$ cat config.mk
export PLATFORM = sky130hd
export DESIGN_NAME = code_writer
export DESIGN_NICKNAME = d
export VERILOG_FILES = /design/src/rtl/code_writer.sv
export SDC_FILE = /design/constraint.sdc
export NUM_CORES = 1
export LEC_CHECK = 0
export ABC_AREA = 1
export BUFFER_PORTS_ARGS = -buffer_cell sky130_fd_sc_hd__clkbuf_2
export CAP_MARGIN = 15
export CORE_MARGIN = 8
export CORE_UTILIZATION = 45
export DETAILED_ROUTE_END_ITERATION = 8
export PLACE_DENSITY_LB_ADDON = 0.1
export SYNTH_ARGS = -nofsm -noshare
export SYNTH_HDL_FRONTEND = slang
export SYNTH_SLANG_ARGS = --single-unit
$ cat constraint.sdc
create_clock -name clk -period 5.9 [get_ports clk]
set_clock_uncertainty 0.2 [all_clocks]
set_input_delay 1.18 -clock clk [delete_from_list [all_inputs] [get_ports clk]]
set_output_delay 1.18 -clock clk [all_outputs]
set_load 0.02 [all_outputs]
$ cat src/rtl/code_writer.sv
// -----------------------------------------------------------------------------
// code_writer
//
// Write side of the lock's code memory. A programming session of 1..DEPTH
// bytes is streamed in over a valid/ready handshake into a staging buffer.
// When the final byte lands, the whole buffer is copied into the committed
// bank in a single cycle, so the lock-compare logic reading rd_data sees
// either the complete old code or the complete new one, never a mix.
//
// Ports
//   clk         rising-edge clock
//   rst         synchronous, active-high reset
//   start       opens a session of len bytes (only honoured in IDLE)
//   len         session byte count, legal range 1..DEPTH
//   abort       cancels an open session while loading
//   wr_valid    wr_data carries a code byte
//   wr_data     code byte
//   wr_ready    a byte is accepted this cycle if wr_valid is also high
//   busy        session open (LOAD or COMMIT)
//   done        one-cycle pulse after the commit
//   err         one-cycle pulse after a start with an illegal len
//   code_valid  committed bank holds a completed code
//   wr_count    bytes accepted in the current session
//   rd_addr     read address into the committed bank
//   rd_data     committed[rd_addr], combinational
// -----------------------------------------------------------------------------
module code_writer #(
    parameter int DEPTH  = 16,
    parameter int DATA_W = 8,
    parameter int ADDR_W = 4
) (
    input  logic              clk,
    input  logic              rst,
    input  logic              start,
    input  logic [ADDR_W:0]   len,
    input  logic              abort,
    input  logic              wr_valid,
    input  logic [DATA_W-1:0] wr_data,
    output logic              wr_ready,
    output logic              busy,
    output logic              done,
    output logic              err,
    output logic              code_valid,
    output logic [ADDR_W:0]   wr_count,
    input  logic [ADDR_W-1:0] rd_addr,
    output logic [DATA_W-1:0] rd_data
);

    typedef enum logic [1:0] {
        IDLE   = 2'd0,
        LOAD   = 2'd1,
        COMMIT = 2'd2
    } state_t;

    localparam logic [ADDR_W:0] LEN_MAX = (ADDR_W + 1)'(DEPTH);

    state_t            state;
    state_t            state_next;
    logic [ADDR_W:0]   len_q;
    logic [DATA_W-1:0] staging   [DEPTH];
    logic [DATA_W-1:0] committed [DEPTH];

    // Decoded per-cycle actions, all produced by the next-state process.
    logic start_ok;
    logic start_bad;
    logic accept;
    logic cancel;
    logic commit;

    // -------------------------------------------------------------------------
    // Next-state and action decode
    // -------------------------------------------------------------------------
    always_comb begin
        // NOTE: every signal driven here gets a default first, so no path
        // through the case leaves one unassigned and infers a latch.
        state_next = state;
        start_ok   = 1'b0;
        start_bad  = 1'b0;
        accept     = 1'b0;
        cancel     = 1'b0;
        commit     = 1'b0;

        unique case (state)
            IDLE: begin
                if (start) begin
                    if (len != '0 && len <= LEN_MAX) begin
                        start_ok   = 1'b1;
                        state_next = LOAD;
                    end else begin
                        start_bad  = 1'b1;
                    end
                end
            end
            LOAD: begin
                // Abort outranks a byte offered in the same cycle.
                if (abort) begin
                    cancel     = 1'b1;
                    state_next = IDLE;
                end else if (wr_valid) begin
                    accept = 1'b1;
                    if (wr_count + 1'b1 == len_q) begin
                        state_next = COMMIT;
                    end
                end
            end
            COMMIT: begin
                commit     = 1'b1;
                state_next = IDLE;
            end
            default: begin
                state_next = IDLE;
            end
        endcase
    end

    // wr_ready depends only on registered state and abort, never on wr_valid.
    assign wr_ready = (state == LOAD) && !abort;
    assign busy     = (state != IDLE);
    assign rd_data  = committed[rd_addr];

    // -------------------------------------------------------------------------
    // State, counters and both code banks
    // -------------------------------------------------------------------------
    always_ff @(posedge clk) begin
        if (rst) begin
            // NOTE: sequential state is assigned with <= so every register
            // samples the pre-edge values, independent of statement order.
            state      <= IDLE;
            len_q      <= '0;
            wr_count   <= '0;
            done       <= 1'b0;
            err        <= 1'b0;
            code_valid <= 1'b0;
            // NOTE: both banks are cleared on reset because a reset must leave
            // no stale code readable; this keeps them out of plain RAM macros.
            for (int i = 0; i < DEPTH; i++) begin
                staging[i]   <= '0;
                committed[i] <= '0;
            end
        end else begin
            state <= state_next;
            done  <= commit;
            err   <= start_bad;

            if (start_ok) begin
                len_q      <= len;
                wr_count   <= '0;
                code_valid <= 1'b0;
            end

            if (accept) begin
                staging[wr_count[ADDR_W-1:0]] <= wr_data;
                wr_count                      <= wr_count + 1'b1;
            end

            if (cancel) begin
                wr_count <= '0;
            end

            // Whole-bank copy in one cycle; entries past len are zeroed so no
            // tail of an older, longer code survives.
            if (commit) begin
                for (int i = 0; i < DEPTH; i++) begin
                    if ((ADDR_W + 1)'(i) < len_q) begin
                        committed[i] <= staging[i];
                    end else begin
                        committed[i] <= '0;
                    end
                end
                code_valid <= 1'b1;
            end
        end
    end

endmodule

==> key figures <==
Die
  – Die H: 177 um
  – Ports: 40
  – Full die area: 31200 sq um
  – Die X: 177 um
  – Floorplan row count: 58
  – Initial Util: 0.459
  – Core area: 25300 sq um

STA
  – Achievable frequency: 0.228 GHz
  – Worst Max-Slew Pin Slew: 0.979 ns
  – Setup TNS: 0 ns
  – Fin crit period: 4.38 ns
  – Worst hold slack: 0.280 ns
  – Fin crit share: 0.742
  – Final hold viol count: 0
  – Endpoints failing setup: 0
  – Max-slew violation count: 0
  – Relative slew margins: 0.347
  – RSZ-0062 raised after global routing: false

Setup path
  – WP data required: 4.52 ns
  – CP Depth: 7
  – Critical path's top delay family: buffers and inverters
  – Worst setup path category: in -> out
  – Worst-path cell chain: clkbuf_2, buf_4, o21ai_0, o21ai_0, o211ai_1, nand2_1, clkbuf_2
  – Critical path arrival: 3.00 ns
  – CP startpoint kind: input port
  – Reg2Reg Depth: 5
  – CP max-delay cell: buf_4
  – CP peak stage delay: 0.48 ns
  – WP buf/inv: 3
  – Flop-to-flop setup slack: 3.19 ns
  – Crit. End Element: output pin
  – RR Startpoint: state[1]
  – End of the worst register-to-register path: committed[12][4]
  – Worst-path maximum fanout: 43

Clock tree
  – CTS tree: built
  – H-tree Lvls: 1
  – Root buffer cell: clkbuf_16
  – Post-CTS Setup Repair Bufs: 0
  – CTS Hold Bufs: 0
  – CTS buffer count: 29
  – Clock slew seen by the registers of the worst setup and hold paths: 0.06 ns
  – Deepest clock path buffer count: 3
  – Post-CTS sizing: 0
  – Clk_lat worst skew: 0.53 ns
  – CTS sink count: 271

Pwr
  – Register share of total power: 0.536
  – Psw: 0.949 mW
  – Power density cells: 321 nW/um^2
  – Logic pwr share: 0.061
  – Max VDD drop: 190 uV
  – Switch share: 0.229
  – Internal: 3.20 mW
  – Leak: 5.30 nW
  – Clk pwr share: 0.403

Global route
  – GRT overflow: 0
  – All-Layer GR Usage: 0.190
  – Vias in the first global route: 7373
  – Largest net degree at the start of global routing: 65
  – First-pass GRT wire length: 44.9 mm
  – Initial antenna violation count: 0

Detailed routing
  – DRT iter0 DRCs: 734
  – DR DRC count: 0
  – Via-to-Cell Ratio: 5.07
  – ANT nets after route: 0
  – Routed len/inst: 19.7 um
  – Via count: 7556
  – DRT Pass-1 Iters: 5
  – WL final: 29.4 mm

Cells and area
  – Antenna diodes: 0
  – Synthesis-to-finish area growth: 11.6%
  – Nets@finish: 1165
  – Layout cells sized above 1: 0.0991
  – Commonest non-fill, non-tap cell in the layout: nor2_1
  – Final instance area: 12900 sq um
  – Register Area: 7990 sq um
  – Fill cell count: 2317
  – Most frequent cells in the layout: nor2_1, edfxtp_1, inv_1, o21ai_0, nand2_1
  – Footprint of the multi-input gates: 2800 sq um

Min path
  – Hold endpoint: code_valid
  – Hold Path Stages: 2
  – Hold Crit Class: reg -> reg
  – Hold path startpoint: code_valid

Synthesis
  – Syn Inst Count: 1103
  – Yosys warns: 0
  – Area of the mapped netlist: 11600 sq um
  – Sequential share of the synthesized area: 0.688
  – Avg Inst Size Synth: 10.5 sq um
  – Synth cell types: 29
  – Mapped Nets: 1129
  – Synth Register Bits: 271

Run
  – Max Cap Viol: 0

Place
  – Port-buffer cells: 39
  – Final Wtd Congestion: 0.820
  – HPWL after DPL: 19.7 mm
  – Placed instance area: 12100 sq um

Status
  – Outcome: finished clean
-- worst max path at each step --
stage                                  end  slack [ns]        from
after detailed placement        rd_data[0]        1.52  rd_addr[1]
final                           rd_data[0]        1.52  rd_addr[1]
after global placement          rd_data[0]        1.54  rd_addr[1]
after CTS                       rd_data[0]        1.52  rd_addr[1]
after floorplan           committed[12][0]        0.74         rst
after global routing            rd_data[7]        1.40  rd_addr[1]
-- cells in the mapped netlist --
library cell | n | area share
xnor2_1 | 1 | 0.00076
edfxtp_1 | 256 | 0.66
nand2_4 | 1 | 0.00097
nand2_2 | 16 | 0.0086
nand3_1 | 23 | 0.0099
inv_1 | 170 | 0.055
o211ai_1 | 34 | 0.022
buf_2 | 9 | 0.0039
a21oi_2 | 2 | 0.0015
nor2_8 | 4 | 0.0069
nand2_1 | 55 | 0.018
dfxtp_1 | 15 | 0.026
buf_1 | 3 | 0.00097
o21ai_1 | 4 | 0.0017
nor3_1 | 1 | 0.00043
a211oi_1 | 1 | 0.00065
nor2_1 | 369 | 0.12
a31oi_2 | 1 | 0.0011
nand4_1 | 3 | 0.0016
inv_2 | 6 | 0.0019
a31oi_1 | 1 | 0.00054
xor2_1 | 1 | 0.00076
o21ai_0 | 80 | 0.035
nor2_2 | 3 | 0.0016
clkbuf_1 | 27 | 0.0087
ha_1 | 4 | 0.0043
a21oi_1 | 11 | 0.0047
nor4_1 | 1 | 0.00054
o21a_1 | 1 | 0.00065
-- registers in the layout (all words and copies together) (netlist names) --
signal,flops
done,1
wr_count,5
len_q,5
committed,128
code_valid,1
staging,128
state,2
err,1
-- through the flow --
step | power [mW] | worst slack (ns) | cells | utilization
floorplan | 2.42 | 0.744 | 1103 | -
global placement | 2.52 | 1.54 | 1438 | 0.479
detailed placement | 2.52 | 1.52 | 1438 | 0.479
CTS | 4.17 | 1.52 | 1490 | 0.513
global route | 4.28 | 1.40 | 1490 | 0.513
finish | 4.15 | 1.52 | 1490 | 0.513
-- layout make-up --
class,instances,share of cell area
Sequential cell,271,0.617
Inverter,176,0.0512
Multi-Input combinational cell,617,0.216
Clock inverter,13,0.00638
Clock buffer,39,0.0597
Timing Repair Buffer,44,0.0180
Tap cell,330,0.0319
-- kinds of logic (layout without fill, tap and decap cells) --
| logic type | after synthesis | count (layout) | synth area share |
|---|---|---|---|
| compound gates | 135 | 135 | 0.0674 |
| xor+xnor | 2 | 2 | 0.00151 |
| fa+ha+maj | 4 | 4 | 0.00431 |
| buf+inv | 215 | 272 | 0.0705 |
| flops | 271 | 271 | 0.688 |
| simple gates | 476 | 476 | 0.168 |
-- power groups by stage --
stage | clock, mW | combinational [mW] | sequential (mW)
6_report | 1.67 | 0.252 | 2.23
5_1_grt | 1.77 | 0.281 | 2.24
4_1_cts | 1.69 | 0.256 | 2.23
3_5_place_dp | 0 | 0.255 | 2.27
3_3_place_gp | 0 | 0.253 | 2.27
2_1_floorplan | 0 | 0.166 | 2.25
-- worst register-to-register path: cells and delay by family, from the launching register on --
| family | cells | cell delay, ns |
|---|---|---|
| buffers and inverters | 3 | 1.53 |
| flip-flops | 1 | 0.34 |
| AND/OR/NAND/NOR | 2 | 0.25 |
-- per-layer routing --
layer / vias up / GRT usage / wire length [um]
met5: - / 0 / 0
met4: 0 / 0.0448 / 523
met3: 44 / 0.0374 / 1880
met2: 220 / 0.290 / 13200
met1: 3616 / 0.275 / 13800
li1: 3676 / - / -
Note: power is estimated with default switching activity, not from simulation.
